`src/rtl/macarray_pkg.sv`:
```
// Shared definitions for the MacArray front end: default array geometry,
// the ifmap feeder state encoding and a helper to pick one element out of a
// packed MAC_ROW-wide ifmap vector (element r at bits [r*W +: W]).
package macarray_pkg;

    localparam int MAC_ROW_DEF        = 16;
    localparam int IFMAP_BITWIDTH_DEF = 16;

    typedef enum logic [1:0] {
        IDLE   = 2'd0,
        STREAM = 2'd1,
        DRAIN  = 2'd2
    } feeder_state_e;

    // Element idx of a default-geometry packed ifmap vector.
    function automatic logic [IFMAP_BITWIDTH_DEF-1:0] vec_slice(
        input logic [MAC_ROW_DEF*IFMAP_BITWIDTH_DEF-1:0] vec,
        input int unsigned                                idx
    );
        return vec[idx*IFMAP_BITWIDTH_DEF +: IFMAP_BITWIDTH_DEF];
    endfunction

endpackage

```
`src/rtl/ifmap_skew_line.sv`:
```
// Purpose: DEPTH-stage shift register of {valid, data} giving one array row its skew.
// Latency: DEPTH cycles from vld_i/dat_i to vld_o/dat_o. Backpressure: none, always shifts.
// Ports: clk/rst (sync, active-high); vld_i/dat_i enter stage 0; vld_o/dat_o leave the last stage.
module ifmap_skew_line
    import macarray_pkg::*;
#(
    parameter int DEPTH = 1,
    parameter int WIDTH = IFMAP_BITWIDTH_DEF
) (
    input  logic             clk,
    input  logic             rst,
    input  logic             vld_i,
    input  logic [WIDTH-1:0] dat_i,
    output logic             vld_o,
    output logic [WIDTH-1:0] dat_o
);

    logic [DEPTH-1:0] vld_q;
    logic [WIDTH-1:0] dat_q [DEPTH];

    // Data only moves along with a valid bit, so every stage (and the output)
    // holds the last real element while bubbles pass through.
    always_ff @(posedge clk) begin
        if (rst) begin
            vld_q <= '0;
            for (int i = 0; i < DEPTH; i++) begin
                dat_q[i] <= '0;
            end
        end else begin
            vld_q[0] <= vld_i;
            if (vld_i) begin
                dat_q[0] <= dat_i;
            end
            for (int i = 1; i < DEPTH; i++) begin
                vld_q[i] <= vld_q[i-1];
                if (vld_q[i-1]) begin
                    dat_q[i] <= dat_q[i-1];
                end
            end
        end
    end

    assign vld_o = vld_q[DEPTH-1];
    assign dat_o = dat_q[DEPTH-1];

endmodule

```
`src/rtl/ifmap_skew_feeder.sv`:
```
// Purpose: accepts MAC_ROW-wide ifmap vectors, pulses ifmap_start_out and skews row r by r cycles.
// Latency: vector accepted at cycle a reaches row r at a+1+r; done_out at L+MAC_ROW+1 after last accept L.
// Backpressure: in_ready high only while streaming a tile, independent of in_valid.
// Ports: tile_start_in starts a tile from IDLE; in_valid/in_ready/in_last/in_data vector stream;
//        ifmap_start_out/ifmap_enable_out/ifmap_data_out to the array; busy_out/done_out status.
module ifmap_skew_feeder
    import macarray_pkg::*;
#(
    parameter int MAC_ROW        = MAC_ROW_DEF,
    parameter int IFMAP_BITWIDTH = IFMAP_BITWIDTH_DEF
) (
    input  logic                              clk,
    input  logic                              rst,
    input  logic                              tile_start_in,
    input  logic                              in_valid,
    output logic                              in_ready,
    input  logic                              in_last,
    input  logic [MAC_ROW*IFMAP_BITWIDTH-1:0] in_data,
    output logic                              ifmap_start_out,
    output logic [MAC_ROW-1:0]                ifmap_enable_out,
    output logic [MAC_ROW*IFMAP_BITWIDTH-1:0] ifmap_data_out,
    output logic                              busy_out,
    output logic                              done_out
);

    localparam int CNT_W = $clog2(MAC_ROW) + 1;
    localparam logic [CNT_W-1:0] CNT_LAST = CNT_W'(MAC_ROW - 1);

    feeder_state_e    state_q, state_d;
    logic [CNT_W-1:0] cnt_q, cnt_d;
    logic             start_q, start_d;
    logic             done_q, done_d;
    logic             accept;

    assign in_ready = (state_q == STREAM);
    assign accept   = in_valid & in_ready;

    always_comb begin
        state_d = state_q;
        cnt_d   = cnt_q;
        start_d = 1'b0;
        done_d  = 1'b0;
        case (state_q)
            IDLE: begin
                // start_q rises together with the move to STREAM, so the pulse
                // covers exactly the first STREAM cycle.
                if (tile_start_in) begin
                    state_d = STREAM;
                    start_d = 1'b1;
                end
            end
            STREAM: begin
                if (accept && in_last) begin
                    state_d = DRAIN;
                    cnt_d   = '0;
                end
            end
            DRAIN: begin
                // MAC_ROW drain cycles let the deepest row emit the final element.
                cnt_d = cnt_q + CNT_W'(1);
                if (cnt_q == CNT_LAST) begin
                    state_d = IDLE;
                    done_d  = 1'b1;
                end
            end
            default: begin
                state_d = IDLE;
            end
        endcase
    end

    always_ff @(posedge clk) begin
        if (rst) begin
            state_q <= IDLE;
            cnt_q   <= '0;
            start_q <= 1'b0;
            done_q  <= 1'b0;
        end else begin
            state_q <= state_d;
            cnt_q   <= cnt_d;
            start_q <= start_d;
            done_q  <= done_d;
        end
    end

    assign ifmap_start_out = start_q;
    assign done_out        = done_q;
    assign busy_out        = (state_q != IDLE);

    for (genvar r = 0; r < MAC_ROW; r++) begin : g_row
        logic                      row_vld;
        logic [IFMAP_BITWIDTH-1:0] row_dat;

        ifmap_skew_line #(
            .DEPTH (r + 1),
            .WIDTH (IFMAP_BITWIDTH)
        ) u_line (
            .clk   (clk),
            .rst   (rst),
            .vld_i (accept),
            .dat_i (in_data[r*IFMAP_BITWIDTH +: IFMAP_BITWIDTH]),
            .vld_o (row_vld),
            .dat_o (row_dat)
        );

        assign ifmap_enable_out[r]                                   = row_vld;
        assign ifmap_data_out[r*IFMAP_BITWIDTH +: IFMAP_BITWIDTH]    = row_dat;
    end

endmodule
```
`config.mk`:
```
export PLATFORM = sky130hd
export DESIGN_NAME = ifmap_skew_feeder
export DESIGN_NICKNAME = d
export VERILOG_FILES = /design/src/rtl/macarray_pkg.sv /design/src/rtl/ifmap_skew_line.sv /design/src/rtl/ifmap_skew_feeder.sv
export SDC_FILE = /design/constraint.sdc
export NUM_CORES = 2
export LEC_CHECK = 0
export BUFFER_PORTS_ARGS = -buffer_cell sky130_fd_sc_hd__buf_2
export CORE_ASPECT_RATIO = 2
export CORE_MARGIN = 2
export CORE_UTILIZATION = 50
export CTS_CLUSTER_DIAMETER = 50
export DETAILED_ROUTE_END_ITERATION = 8
export PLACE_DENSITY = 0.7
export RECOVER_POWER = 100
export SYNTH_ARGS = -nofsm -noshare
export SYNTH_HDL_FRONTEND = slang
export SYNTH_SLANG_ARGS = --single-unit
```
`constraint.sdc`:
```
create_clock -name clk -period 9.65 [get_ports clk]
set_clock_uncertainty 0.05 [all_clocks]
set_input_delay 0.4825 -clock clk [delete_from_list [all_inputs] [get_ports clk]]
set_output_delay 0.4825 -clock clk [all_outputs]
set_load 0.005 [all_outputs]
```
==> impl_table.tex <==
\begin{tabular}{lr}
\hline
Metric & Value \\
\hline
\multicolumn{2}{l}{\textbf{Status}} \\
Run status & complete, but fails checks \\
Violated checks & max-capacitance violations, max-slew violations \\
\multicolumn{2}{l}{\textbf{Routing}} \\
Routed wirelength normalized by instance count & roughly 14 µm \\
Iteration-0 DRC Markers & roughly 1.5k \\
Routed vias & 34.7k \\
Routed via count divided by cell count & 4.47 \\
First-pass iteration count of the detailed router & 7 \\
Antenna Nets Post-Route & 0 \\
Total Routed Length & $\sim$110000 µm \\
Residual DRC count & 0 \\
\multicolumn{2}{l}{\textbf{Cells and area}} \\
Final net count & 5746 \\
Share of layout cells above drive strength 1 & 12.0\% \\
Area occupied by multi-input gates & about 0.014 mm² \\
Count of filler cells inserted in the layout & 12.5k \\
Area Growth Syn to Fin & 13.4\% \\
Register area & between 0.06 and 0.07 mm² \\
Final Instance Count excl. Fillers & between 7k and 8k \\
Core occupancy in the finished layout & 57.0\% \\
\multicolumn{2}{l}{\textbf{Power}} \\
Worst voltage drop across the vdd grid & approximately 180 µV \\
Pwr dens & about 200 mW/mm² \\
Overall power of the completed layout & about 19000 µW \\
Leakage power & around 0.034 µW \\
\multicolumn{2}{l}{\textbf{Floorplanning}} \\
Effective utilization at floorplan & 50.2\% \\
Height of the die & a little under 600 µm \\
Width of the die & roughly 290 µm \\
Core Region & 0.165 mm² \\
Die Footprint & 0.169 mm² \\
I/O pins & $\sim$540 \\
Row count & $\sim$210 \\
\multicolumn{2}{l}{\textbf{Logic synthesis}} \\
Register bit count reported by yosys & 2201 \\
Mean instance size in the synthesized netlist & about 17 µm² \\
Synthesized net count & between 5k and 6k \\
Sequential cell area fraction in the yosys report & between 70\% and 80\% \\
Number of flops mapped to enable cells by yosys & between 2k and 2.5k \\
Fraction of post-synthesis cell area in the top cell type by area & roughly four fifths \\
Syn Std Cell Area & just over 0.08 mm² \\
Yosys top cell by area & edfxtp\_1 \\
Leading register cell type out of synthesis & edfxtp\_1 \\
Asr flop ratio synth & 0\% \\
Warnings from Yosys & 0 \\
Number of distinct library cells after synthesis & 36 \\
Largest cells by area after synthesis & edfxtp\_1, and2\_1, nor2b\_1, buf\_4, clkbuf\_1 \\
Post-synthesis instance total & 4950 \\
\multicolumn{2}{l}{\textbf{Critical path}} \\
CP arrival & between 6 and 7 ns \\
CP startpoint kind & input port \\
Required time of the critical path & roughly 10 ns \\
Critical-path top delay cell & clkbuf\_1 \\
Worst setup EP type & flop \\
Worst path max stage delay & 3.02 ns \\
CP max FO & 148 \\
Crit path kind & in2reg \\
CP delay by family, top & buffers and inverters \\
CP bufs+invs & 2 \\
Chain of cells forming the critical path & clkbuf\_1 -> nand2b\_1 -> buf\_12 \\
\multicolumn{2}{l}{\textbf{Clock tree}} \\
CTS tree & built \\
Clock Path Buffers & 4 \\
Clock network latency to the later pin of the worst-skew pair & 0.80 ns \\
Clock root buffer master & clkbuf\_16 \\
Sink Count & between 2k and 2.5k \\
\# H-tree levels & 4 \\
Number of buffers created by CTS & 189 \\
Number of resized instances in the post-cts repair step & 0 \\
Number of post-CTS setup repair buffers & 0 \\
Clock-pin slew on the worst setup and hold paths & around 0.070 ns \\
\multicolumn{2}{l}{\textbf{Global route}} \\
Antenna violations before repair & 5 \\
Largest net degree at the start of global routing & a little under 200 \\
Via count of the first global-routing pass & around 35k \\
Wire length of the first global-routing pass & $\sim$180000 µm \\
Remaining global-route overflow & 0 \\
Total track usage & 13.0\% \\
\multicolumn{2}{l}{\textbf{Timing}} \\
Final period utilization & 60.1\% \\
Highest attainable clock frequency & roughly 170 MHz \\
Worst rel slew slack & -194\% \\
RSZ-0062 raised after global routing & false \\
Number of max-slew violations in the final report & 723 \\
Worst hold slack & about 0.1 ns \\
Final sum of negative setup slack & 0 ns \\
Number of failing hold endpoints at the final stage & 0 \\
Minimum clock period after layout & 5.80 ns \\
Total of endpoints with negative setup slack in the final report & 0 \\
Transition time of the tightest slew-check pin & 4.40 ns \\
\multicolumn{2}{l}{\textbf{Place}} \\
Detailed-placement wirelength estimate & slightly below 70000 µm \\
Placed cell count & between 7k and 8k \\
Count of buffers inserted at the top-level ports & between 500 and 600 \\
Final Wtd Congestion & around 0.75 \\
\multicolumn{2}{l}{\textbf{Job}} \\
Max cap viols & 9 \\
\multicolumn{2}{l}{\textbf{Worst hold path}} \\
Worst min-delay path category & in2reg \\
\hline
\end{tabular}
Yosys cell counts (3+ instances only):
cell type and number:
buf_2 19, clkbuf_2 9, and2_1 1793, a21oi_1 4, nor2_1 3, buf_4 241
dfxtp_1 25, nand2b_1 5, or2_2 29, inv_1 4, nor2b_1 398, clkbuf_1 213
edfxtp_1 2176
cells by family after synthesis:
group           share of synthesized area, %
compound gates                         0.104
fa+ha+maj                             0.0302
buf+inv                                 3.36
flops                                   79.5
mux                                   0.0136
simple gates                            17.0
cell usage in the layout (no fill, tap or decap), types with 3 or more instances in the layout:
| master | count |
|---|---|
| nor2b_1 | 394 |
| and2_0 | 1010 |
| dfxtp_1 | 25 |
| buf_2 | 356 |
| buf_12 | 7 |
| clkinvlp_4 | 15 |
| nand2b_1 | 5 |
| clkbuf_16 | 190 |
| or2_4 | 8 |
| diode_2 | 3 |
| inv_1 | 4 |
| bufinv_16 | 14 |
| a21oi_1 | 4 |
| and2_1 | 783 |
| edfxtp_1 | 2176 |
| buf_4 | 19 |
| dlygate4sd3_1 | 258 |
| inv_6 | 8 |
| clkbuf_1 | 214 |
| or2_0 | 17 |
| nor2_1 | 3 |
| or2_2 | 4 |
| clkinv_2 | 29 |
| nor2b_4 | 5 |
| clkinv_1 | 34 |
| clkinv_4 | 6 |
worst paths after layout:
path,to,slack [ns],startpoint,cells after the start
setup / recovery,g_row[10].u_line.dat_q[0][4]$_SDFFCE_PN0P_,3.85,rst,3
hold / removal,cnt_q[2]$_SDFFE_PP0P_,0.10,in_valid,4
setup reg to reg,g_row[8].u_line.dat_q[0][25]$_SDFFCE_PN0P_,5.03,state_q[0]$_SDFFE_PP0P_,4
hold reg to reg,g_row[14].u_line.vld_q[13]$_SDFF_PP0_,0.43,g_row[14].u_line.vld_q[12]$_SDFF_PP0_,1
layout make-up:
type,count,area share [%]
Sequential cell,2201,70.1
Multi-Input combinational cell,2261,15.2
Timing Repair Buffer,826,5.69
Clock buffer,220,5.18
Tap cell,2130,2.84
Clock inverter,109,1.03
Inverter,4,0.0160
Antenna cell,3,0.00799
worst min-delay path, delay by kind of cell:
family / cells / cell delay (ns)
compound gates: 2 / 0.21
buf+inv: 1 / 0.13
simple gates: 1 / 0.06
registers in the layout, indices dropped and copies added (netlist names):
register,count
cnt_q,5
done_out,1
g_row.u_line.dat_q,2176
g_row.u_line.vld_q,16
ifmap_start_out,1
state_q,2
report_power, final:
part	total, µW	switching [µW]	internal [µW]
Sequential	11000	95.9	11000
Clock	7150	3160	4000
Combinational	573	352	221
Total	18800	3600	15200
timing repair:
action                                  CTS  global route
hold endpoints to repair                258             0
endpoints found under the setup margin    0             0
hold buffers                            258             0
routing by layer:
layer | vias to the layer above | GRT usage, % | wire length, µm
met5 | - | 0 | 0
met3 | 235 | 3.10 | 6430
met1 | 15800 | 16.2 | 45500
met2 | 769 | 21.8 | 52700
met4 | 0 | 5.17 | 3780
li1 | 17900 | - | -
metrics by stage:
step / setup WS [ns] / area (µm²)
after global routing: 3.20 / 94000
after floorplan: 3.16 / 82800
after detailed placement: 6.13 / 85900
after global placement: 6.26 / 85900
after CTS: 6.66 / 94300
final: 3.85 / 94000
(Power assumes the default switching activity.)
